**config.mk**
```make
export PLATFORM = sky130hd
export DESIGN_NAME = mavg_window_dump
export DESIGN_NICKNAME = d
export VERILOG_FILES = /design/src/rtl/mavg_window_dump.sv
export SDC_FILE = /design/constraint.sdc
export NUM_CORES = 1
export LEC_CHECK = 0
export CORE_ASPECT_RATIO = 1.4
export CORE_MARGIN = 3
export CORE_UTILIZATION = 30
export DETAILED_ROUTE_END_ITERATION = 7
export PLACE_DENSITY = 0.56
export SLEW_MARGIN = 20
export SYNTH_ARGS = -nofsm -noshare
export SYNTH_HDL_FRONTEND = slang
export SYNTH_SLANG_ARGS = --single-unit
export TNS_END_PERCENT = 5
```
**constraint.sdc**
```tcl
create_clock -name clk -period 1.89 [get_ports clk]
set_input_delay 0.378 -clock clk [delete_from_list [all_inputs] [get_ports clk]]
set_output_delay 0.378 -clock clk [all_outputs]
set_load 0.03 [all_outputs]
```
**src/rtl/mavg_window_dump.sv**
```systemverilog
`default_nettype none
// ============================================================================
// Module   : mavg_window_dump
// Brief    : Ring-buffers the x_N stream and, on request, streams the most
//            recent full window oldest-first over a ready/valid port.
// Revision : 1.0
// ============================================================================
module mavg_window_dump #(
    parameter int WIND_WIDTH = 4,
    parameter int DATA_WIDTH = 16
) (
    input  logic                  clk,
    input  logic                  reset,
    input  logic [DATA_WIDTH-1:0] x_N,
    input  logic                  x_N_valid,
    output logic                  window_valid,
    input  logic                  dump_req,
    output logic                  dump_busy,
    output logic [DATA_WIDTH-1:0] m_data,
    output logic                  m_valid,
    input  logic                  m_ready,
    output logic                  m_last,
    output logic [15:0]           drop_cnt
);

    localparam int DEPTH = 2 ** WIND_WIDTH;

    localparam logic [1:0] S_IDLE   = 2'd0;
    localparam logic [1:0] S_PRIME  = 2'd1;
    localparam logic [1:0] S_STREAM = 2'd2;

    localparam logic [WIND_WIDTH-1:0] c_ADDR_MAX = {WIND_WIDTH{1'b1}};
    localparam logic [15:0]           c_DROP_MAX = 16'hFFFF;

    logic [DATA_WIDTH-1:0] r_mem [DEPTH];

    logic [1:0]            r_state;
    logic [1:0]            w_state_nxt;
    logic [WIND_WIDTH-1:0] r_wr_addr;
    logic [WIND_WIDTH-1:0] r_rd_addr;
    logic [WIND_WIDTH-1:0] r_beat;
    logic                  r_window_valid;
    logic [DATA_WIDTH-1:0] r_rd_data;
    logic                  r_m_valid;
    logic                  w_m_valid_nxt;
    logic [15:0]           r_drop_cnt;

    logic w_wr_en;
    logic w_accept;
    logic w_handshake;
    logic w_last;
    logic w_rd_en;

    assign dump_busy    = (r_state != S_IDLE);
    assign window_valid = r_window_valid;
    assign m_valid      = r_m_valid;
    assign m_data       = r_rd_data;
    assign m_last       = w_last;
    assign drop_cnt     = r_drop_cnt;

    always_comb begin
        w_wr_en     = x_N_valid && (r_state == S_IDLE);
        w_accept    = (r_state == S_IDLE) && dump_req && r_window_valid;
        w_handshake = r_m_valid && m_ready;
        w_last      = r_m_valid && (r_beat == c_ADDR_MAX);
    end

    // Next-state and read-issue decode.
    always_comb begin
        w_state_nxt   = r_state;
        w_rd_en       = 1'b0;
        w_m_valid_nxt = r_m_valid;
        case (r_state)
            S_IDLE: begin
                if (w_accept) begin
                    w_state_nxt = S_PRIME;
                end
            end
            S_PRIME: begin
                w_rd_en       = 1'b1;
                w_m_valid_nxt = 1'b1;
                w_state_nxt   = S_STREAM;
            end
            S_STREAM: begin
                if (w_handshake) begin
                    if (w_last) begin
                        w_m_valid_nxt = 1'b0;
                        w_state_nxt   = S_IDLE;
                    end else begin
                        w_rd_en = 1'b1;
                    end
                end
            end
            default: begin
                w_m_valid_nxt = 1'b0;
                w_state_nxt   = S_IDLE;
            end
        endcase
    end

    always_ff @(posedge clk) begin
        if (reset) begin
            r_state   <= S_IDLE;
            r_m_valid <= 1'b0;
        end else begin
            r_state   <= w_state_nxt;
            r_m_valid <= w_m_valid_nxt;
        end
    end

    always_ff @(posedge clk) begin
        if (w_wr_en) begin
            r_mem[r_wr_addr] <= x_N;
        end
    end

    always_ff @(posedge clk) begin
        if (reset) begin
            r_wr_addr      <= '0;
            r_window_valid <= 1'b0;
            r_rd_addr      <= '0;
            r_beat         <= '0;
            r_rd_data      <= '0;
            r_drop_cnt     <= '0;
        end else begin
            if (w_wr_en) begin
                r_wr_addr <= r_wr_addr + 1'b1;
                if (r_wr_addr == c_ADDR_MAX) begin
                    r_window_valid <= 1'b1;
                end
            end

            // A sample written in the accept cycle becomes the newest entry,
            // so the oldest entry sits just past it.
            if (w_accept) begin
                r_rd_addr  <= w_wr_en ? (r_wr_addr + 1'b1) : r_wr_addr;
                r_beat     <= '0;
                r_drop_cnt <= '0;
            end else if (dump_busy && x_N_valid && (r_drop_cnt != c_DROP_MAX)) begin
                r_drop_cnt <= r_drop_cnt + 1'b1;
            end

            if (w_rd_en) begin
                r_rd_data <= r_mem[r_rd_addr];
                r_rd_addr <= r_rd_addr + 1'b1;
            end

            if (w_handshake && !w_last) begin
                r_beat <= r_beat + 1'b1;
            end
        end
    end

endmodule
`default_nettype wire

```
Yosys cells after proc, flatten, opt, wreduce, memory -nomap -nowiden

Memory sizes are Yosys's and may differ from the RTL's. A register that Yosys moved wholly into a read port is not among the register bits.
Cells that the tools add are included.

Output and inout bits: 36
RAM bits: 256
Bits in latches: 0
Word-level logic and storage cells: 55
Register bits: 32
Bits of input ports: 21
Memory bits (read-only): 0
Memories kept: 1

Shift operators: 0
Reduce and logical (&&, ||, !) cells: 17
Equal/unequal tests: 8
Div/mod/pow operators: 0
Add/sub/neg operators: 4
Mux-type cells: 17
Bitwise logic cells: 1
Order comparisons: 0
Multiply operators: 0

Memory list:

| name  | depth | bits a word | rd ports | clocked after Yosys merged registers in | wr ports | RTL line | source |
|---|---|---|---|---|---|---|---|
| r_mem | 16    | 16          | 1        | 1                                       | 1        | 35       | `logic [DATA_WIDTH-1:0] r_mem [DEPTH];` |

Operators with widths:

| operator              | number |
|---|---|
| $mux 4                | 5 |
| $add 16x1->16 const B | 1 |
| $ne 16x16->1 const B  | 1 |
| $add 4x1->4 const B   | 3 |
| $eq 4x4->1 const B    | 2 |
| $logic_and 1x1->1     | 8 |
| $mux 1                | 6 |
| $mux 2                | 3 |
| $ne 2x2->1 const B    | 3 |
| $pmux 2 s3            | 1 |
| $reduce_and 3->1      | 2 |
| $reduce_bool 2->1     | 3 |
| $pmux 1 s3            | 1 |
| $eq 2x1->1 const B    | 1 |
| $eq 2x2->1 const B    | 1 |
| $logic_not 2->1       | 1 |
| $pmux 1 s2            | 1 |
| $reduce_and 2->1      | 1 |
| $reduce_or 2->1       | 1 |
| $logic_not 1->1       | 1 |
| $not 1->1             | 1 |

Longest topological paths before layout

Depth after elaboration: 6
Mapped depth: 8

Least setup slack after synthesis

Ideal clock, no wire load.

Path type: register to register
Start point: register r_state[0]
End point: memory r_mem[15][0] (enable)
Data arrival time: 1.524 ns
Path buffers: 2
Setup time: 0.375 ns
Cell stages (with the launch flop): 7
Clock period less this slack: 1.898 ns
Path slack: -0.008 ns
Cells stage by stage: dfxtp_1 -> inv_1 -> ha_1 -> buf_6 -> and3_2 -> clkbuf_1 -> and3_1

Word-level cells in the longest chain between the ends: 4

RTL lines:

| what                         | RTL line | source |
|---|---|---|
| start: declaration           | 37       | `logic [1:0] r_state;` |
| start signal: assignment     | 106      | `r_state <= w_state_nxt;` |
| $logic_not 2->1              | 62       | `w_wr_en = x_N_valid && (r_state == S_IDLE);` |
| $logic_and 1x1->1            | 62       |  |
| $mux 1                       | 112      | `if (w_wr_en) begin` |
| $mux 1 (not written as such) | 113      | `r_mem[r_wr_addr] <= x_N;` |
| end: declaration             | 35       |  |

No other way between the ends.

Worst setup path after layout

Start point: register r_state[1]
End point: register r_rd_data[15] (netlist: m_data[15]), read port of r_mem

Word-level cells in the longest chain between the ends: 2
Elaborated cells between the ends (all ways): 3
Those cells by class: eq/ne: 2; mux: 1

RTL lines:

| what                                            | RTL line | source |
|---|---|---|
| $eq 2x2->1 / $eq 2x1->1 (equally long branches) | 73       | `case (r_state)` |
| $pmux 1 s2 (*)                                  | 73       |  |
| end: declaration                                | 43       | `logic [DATA_WIDTH-1:0] r_rd_data;` |

Every way passes the cells marked *; elsewhere a longest branch is shown, timed or not.
A chain may end at the register's enable or synchronous reset.

==> run_results.csv <==
group,metric,value,unit
pwr,seqPwrFrac,0.518,
floorplan,dieHeight,244,µm
floorplan,start_util,0.306,
synth,synth_nets,696,
floorplan,core.rowCount,86,
synth,synth_cells,665,
global_routing,grt_pass1_wl,42.1,mm
global_routing,globalRouteOverflowTotal,0,
synth,yosysTopAreaCell,"edfxtp_1",
clocking,clock_path_buffers,3,
pwr,power_density,940,nW/µm²
routing,first_pass_iters,4,
clocking,cts_tree,"built",
synth,synth_cell_types,48,
worst_setup_path,ff2ff_path_depth,7,
sta,fin_crit_sh,0.996,
global_routing,grt_pass1_vias,6873,
pwr,power_switching_share,0.187,
pwr,switchingPower,2.65,mW
finish,final_layout_size_suffix_gt1_frac,0.264,
global_routing,antenna_found_initial,0,
floorplan,core_area,39600,µm²
sta,worst_pin_slew,0.606,ns
finish,area_growth_syn_to_layout,24.8,%
worst_setup_path,max_stage_delay,0.39,ns
routing,via_per_inst,4.83,
routing,wl,27.5,mm
sta,slew_violations,0,
pwr,power_frac_comb,0.027,
sta,timing.hold.ws,0.510,ns
sta,grt_setup_unrepaired,"true",
floorplan,boundaryPins,57,
worst_setup_path,cp.required,2.35,ns
routing,ant_nets,0,
synth,synth.area.top_cells,"edfxtp_1, mux4_2, dfxtp_1",
pwr,p_total,14.2,mW
clocking,clock_latency,0.54,ns
worst_setup_path,crit_type,"register to register",
worst_hold_path,hold_path_class,"register to register",
place,dp_slack,-0.306,ns
global_routing,groute.usage.overall,0.128,
pwr,power.share.clock,0.455,
synth,yosysSeqAreaShare,0.714,
floorplan,die_w,176,µm
finish,final_util,0.382,
place,hpwl,17.2,mm
synth,syn-mean-instance-area,18.2,µm²
sta,fin_tns_setup,0,ns
finish,final_cell_mix,"edfxtp_1, mux4_2, mux2i_1, buf_4, dfxtp_1",
pwr,p_int,11.6,mW
clocking,ctsRootBufferMaster,"clkbuf_16",
global_routing,grt_max_degree,37,
clocking,cts_sinks,304,
pwr,leakagePower,4.90,nW
sta,finalSetupViolCount,0,
pwr,peakVddDrop,582,µV
clocking,cts_hold_buf,0,
routing,wl_per_cell,20.6,µm
synth,synth_warnings,0,
place,gp_congestion,0.795,
synth,yosysTopAreaCellShare,0.635,
routing,remaining_drc_errors,0,
sta,fin_crit,1.88,ns
clocking,clkTransAtPathRegs,0.07,ns
sta,timing.final.ws_setup,0.00770,ns
finish,final_common_cell,"edfxtp_1",
worst_setup_path,crit_chain,"inv_2, ha_4, and4_4, a21oi_4, or3_4, clkbuf_16, o221ai_1",
routing,drt_first_iter_violations,436,
clocking,cts-htree-levels,1,
synth,synthesis.area,12100,µm²
worst_hold_path,holdPathStages,2,
worst_setup_path,cp_max_fo,8,
finish,nNetsFinal,813,
sta,hold_viol,0,
synth,ys_ff_latch,304,
worst_setup_path,critPathLaunchType,"register",
synth,async_flop_share,0,
place,io_buffers,56,
worst_setup_path,crit_arrival,2.35,ns
sta,fmax,531,MHz
worst_setup_path,setup.worst_path.end_class,"register",
clocking,numCtsBuffers,28,
floorplan,die_area,42800,µm²
synth,ys.flop_type,"edfxtp_1",
sta,skew,0.0120,ns
run_status,outcome,"finished, final reports clean",
job,max_cap_violations,0,
sta,relSlewSlack,0.595,
routing,vias,6436,
synth,synth_edf_count,256,
finish,insertedDiodeCount,0,
worst_setup_path,slowest_stage,"or3_4",
stage by stage:
stage	std cells	area (µm²)
floorplan	665	12100
global placement	1278	13900
detailed placement	1278	13900
CTS	1330	15000
global route	1332	15100
finish	1332	15100
what timing repair did:
| item | in CTS | in global routing |
|---|---|---|
| gates resized for setup | 51 | 19 |
| gates cloned | 0 | 1 |
| endpoints found under the setup margin | 59 | 49 |
| endpoints found under the hold margin | 0 | 0 |
| setup buffers | 0 | 1 |
| pin swaps | 0 | 2 |
power groups by stage:
stage / registers [mW] / logic [mW] / clock network, mW
floorplan: 7.50 / 0.138 / 0
global placement: 7.50 / 0.382 / 0
detailed placement: 7.50 / 0.388 / 0
CTS: 7.36 / 0.390 / 6.62
global route: 7.36 / 0.418 / 6.85
finish: 7.36 / 0.380 / 6.47
cell usage after synthesis, types with 6 or more instances:
cell      number
o21ai_0        7
ha_1          10
nand2_1       23
or2_2          6
dfxtp_1       48
buf_2          9
edfxtp_1     256
and4_1         6
mux2i_1       42
a211oi_1       7
inv_1         10
clkbuf_1      17
and2_1        11
and3_1        12
a21oi_1       16
buf_4          6
o221ai_1      16
nand3_1       14
nand3b_1      17
mux4_2        64
nor2_1        12
final timing paths:
path	from	end	slack [ns]
worst max-delay path	r_state[1]	m_data[15]	0.008
worst min-delay path	m_data[2]	m_data[2]	0.51
worst max register to register	r_state[1]	m_data[15]	0.008
worst min register to register	m_data[2]	m_data[2]	0.51
kinds of logic (layout without fill, tap and decap cells):
| logic type | count (synthesis) | count (layout) | share of synthesized area |
|---|---|---|---|
| AOI/OAI and AO/OA | 68 | 68 | 0.0398 |
| DFF | 304 | 304 | 0.714 |
| adders and majority gates | 10 | 10 | 0.0103 |
| xor gates and xnor gates | 2 | 2 | 0.00145 |
| and+or+nand+nor | 130 | 130 | 0.0632 |
| buffers and inverters | 45 | 184 | 0.0174 |
| muxes | 106 | 106 | 0.154 |
worst max-delay path: cells and delay by family, from the launching register on:
kind,cells,cell delay [ns]
buffers and inverters,2,0.26
AOI/OAI and AO/OA,2,0.26
adders and majority gates,1,0.26
and+or+nand+nor,2,0.65
DFF,1,0.36
registers in the layout, summed over array words and instances (netlist names):
register / flops
r_beat: 4
r_state: 2
window_valid: 1
r_rd_addr: 4
m_valid: 1
r_mem: 256
r_wr_addr: 4
m_data: 16
drop_cnt: 16
routing by layer:
| metal | vias to the layer above | routed length, µm | track usage |
|---|---|---|---|
| li1 | 2950 | - | - |
| met1 | 3348 | 10900 | 0.152 |
| met2 | 105 | 15200 | 0.239 |
| met3 | 33 | 780 | 0.0157 |
| met4 | 0 | 595 | 0.0412 |
| met5 | - | 0 | 0 |
final cells by class:
class / count / area (µm²)
fillers: 3695 / 24500
flip-flops and latches: 304 / 8660
multi-input cells: 316 / 3360
repair buffers: 122 / 1320
clock buffers: 33 / 751
well taps: 528 / 661
clock inverters: 19 / 322
inverters: 10 / 40.0
Power figures use the tool's default switching activity.
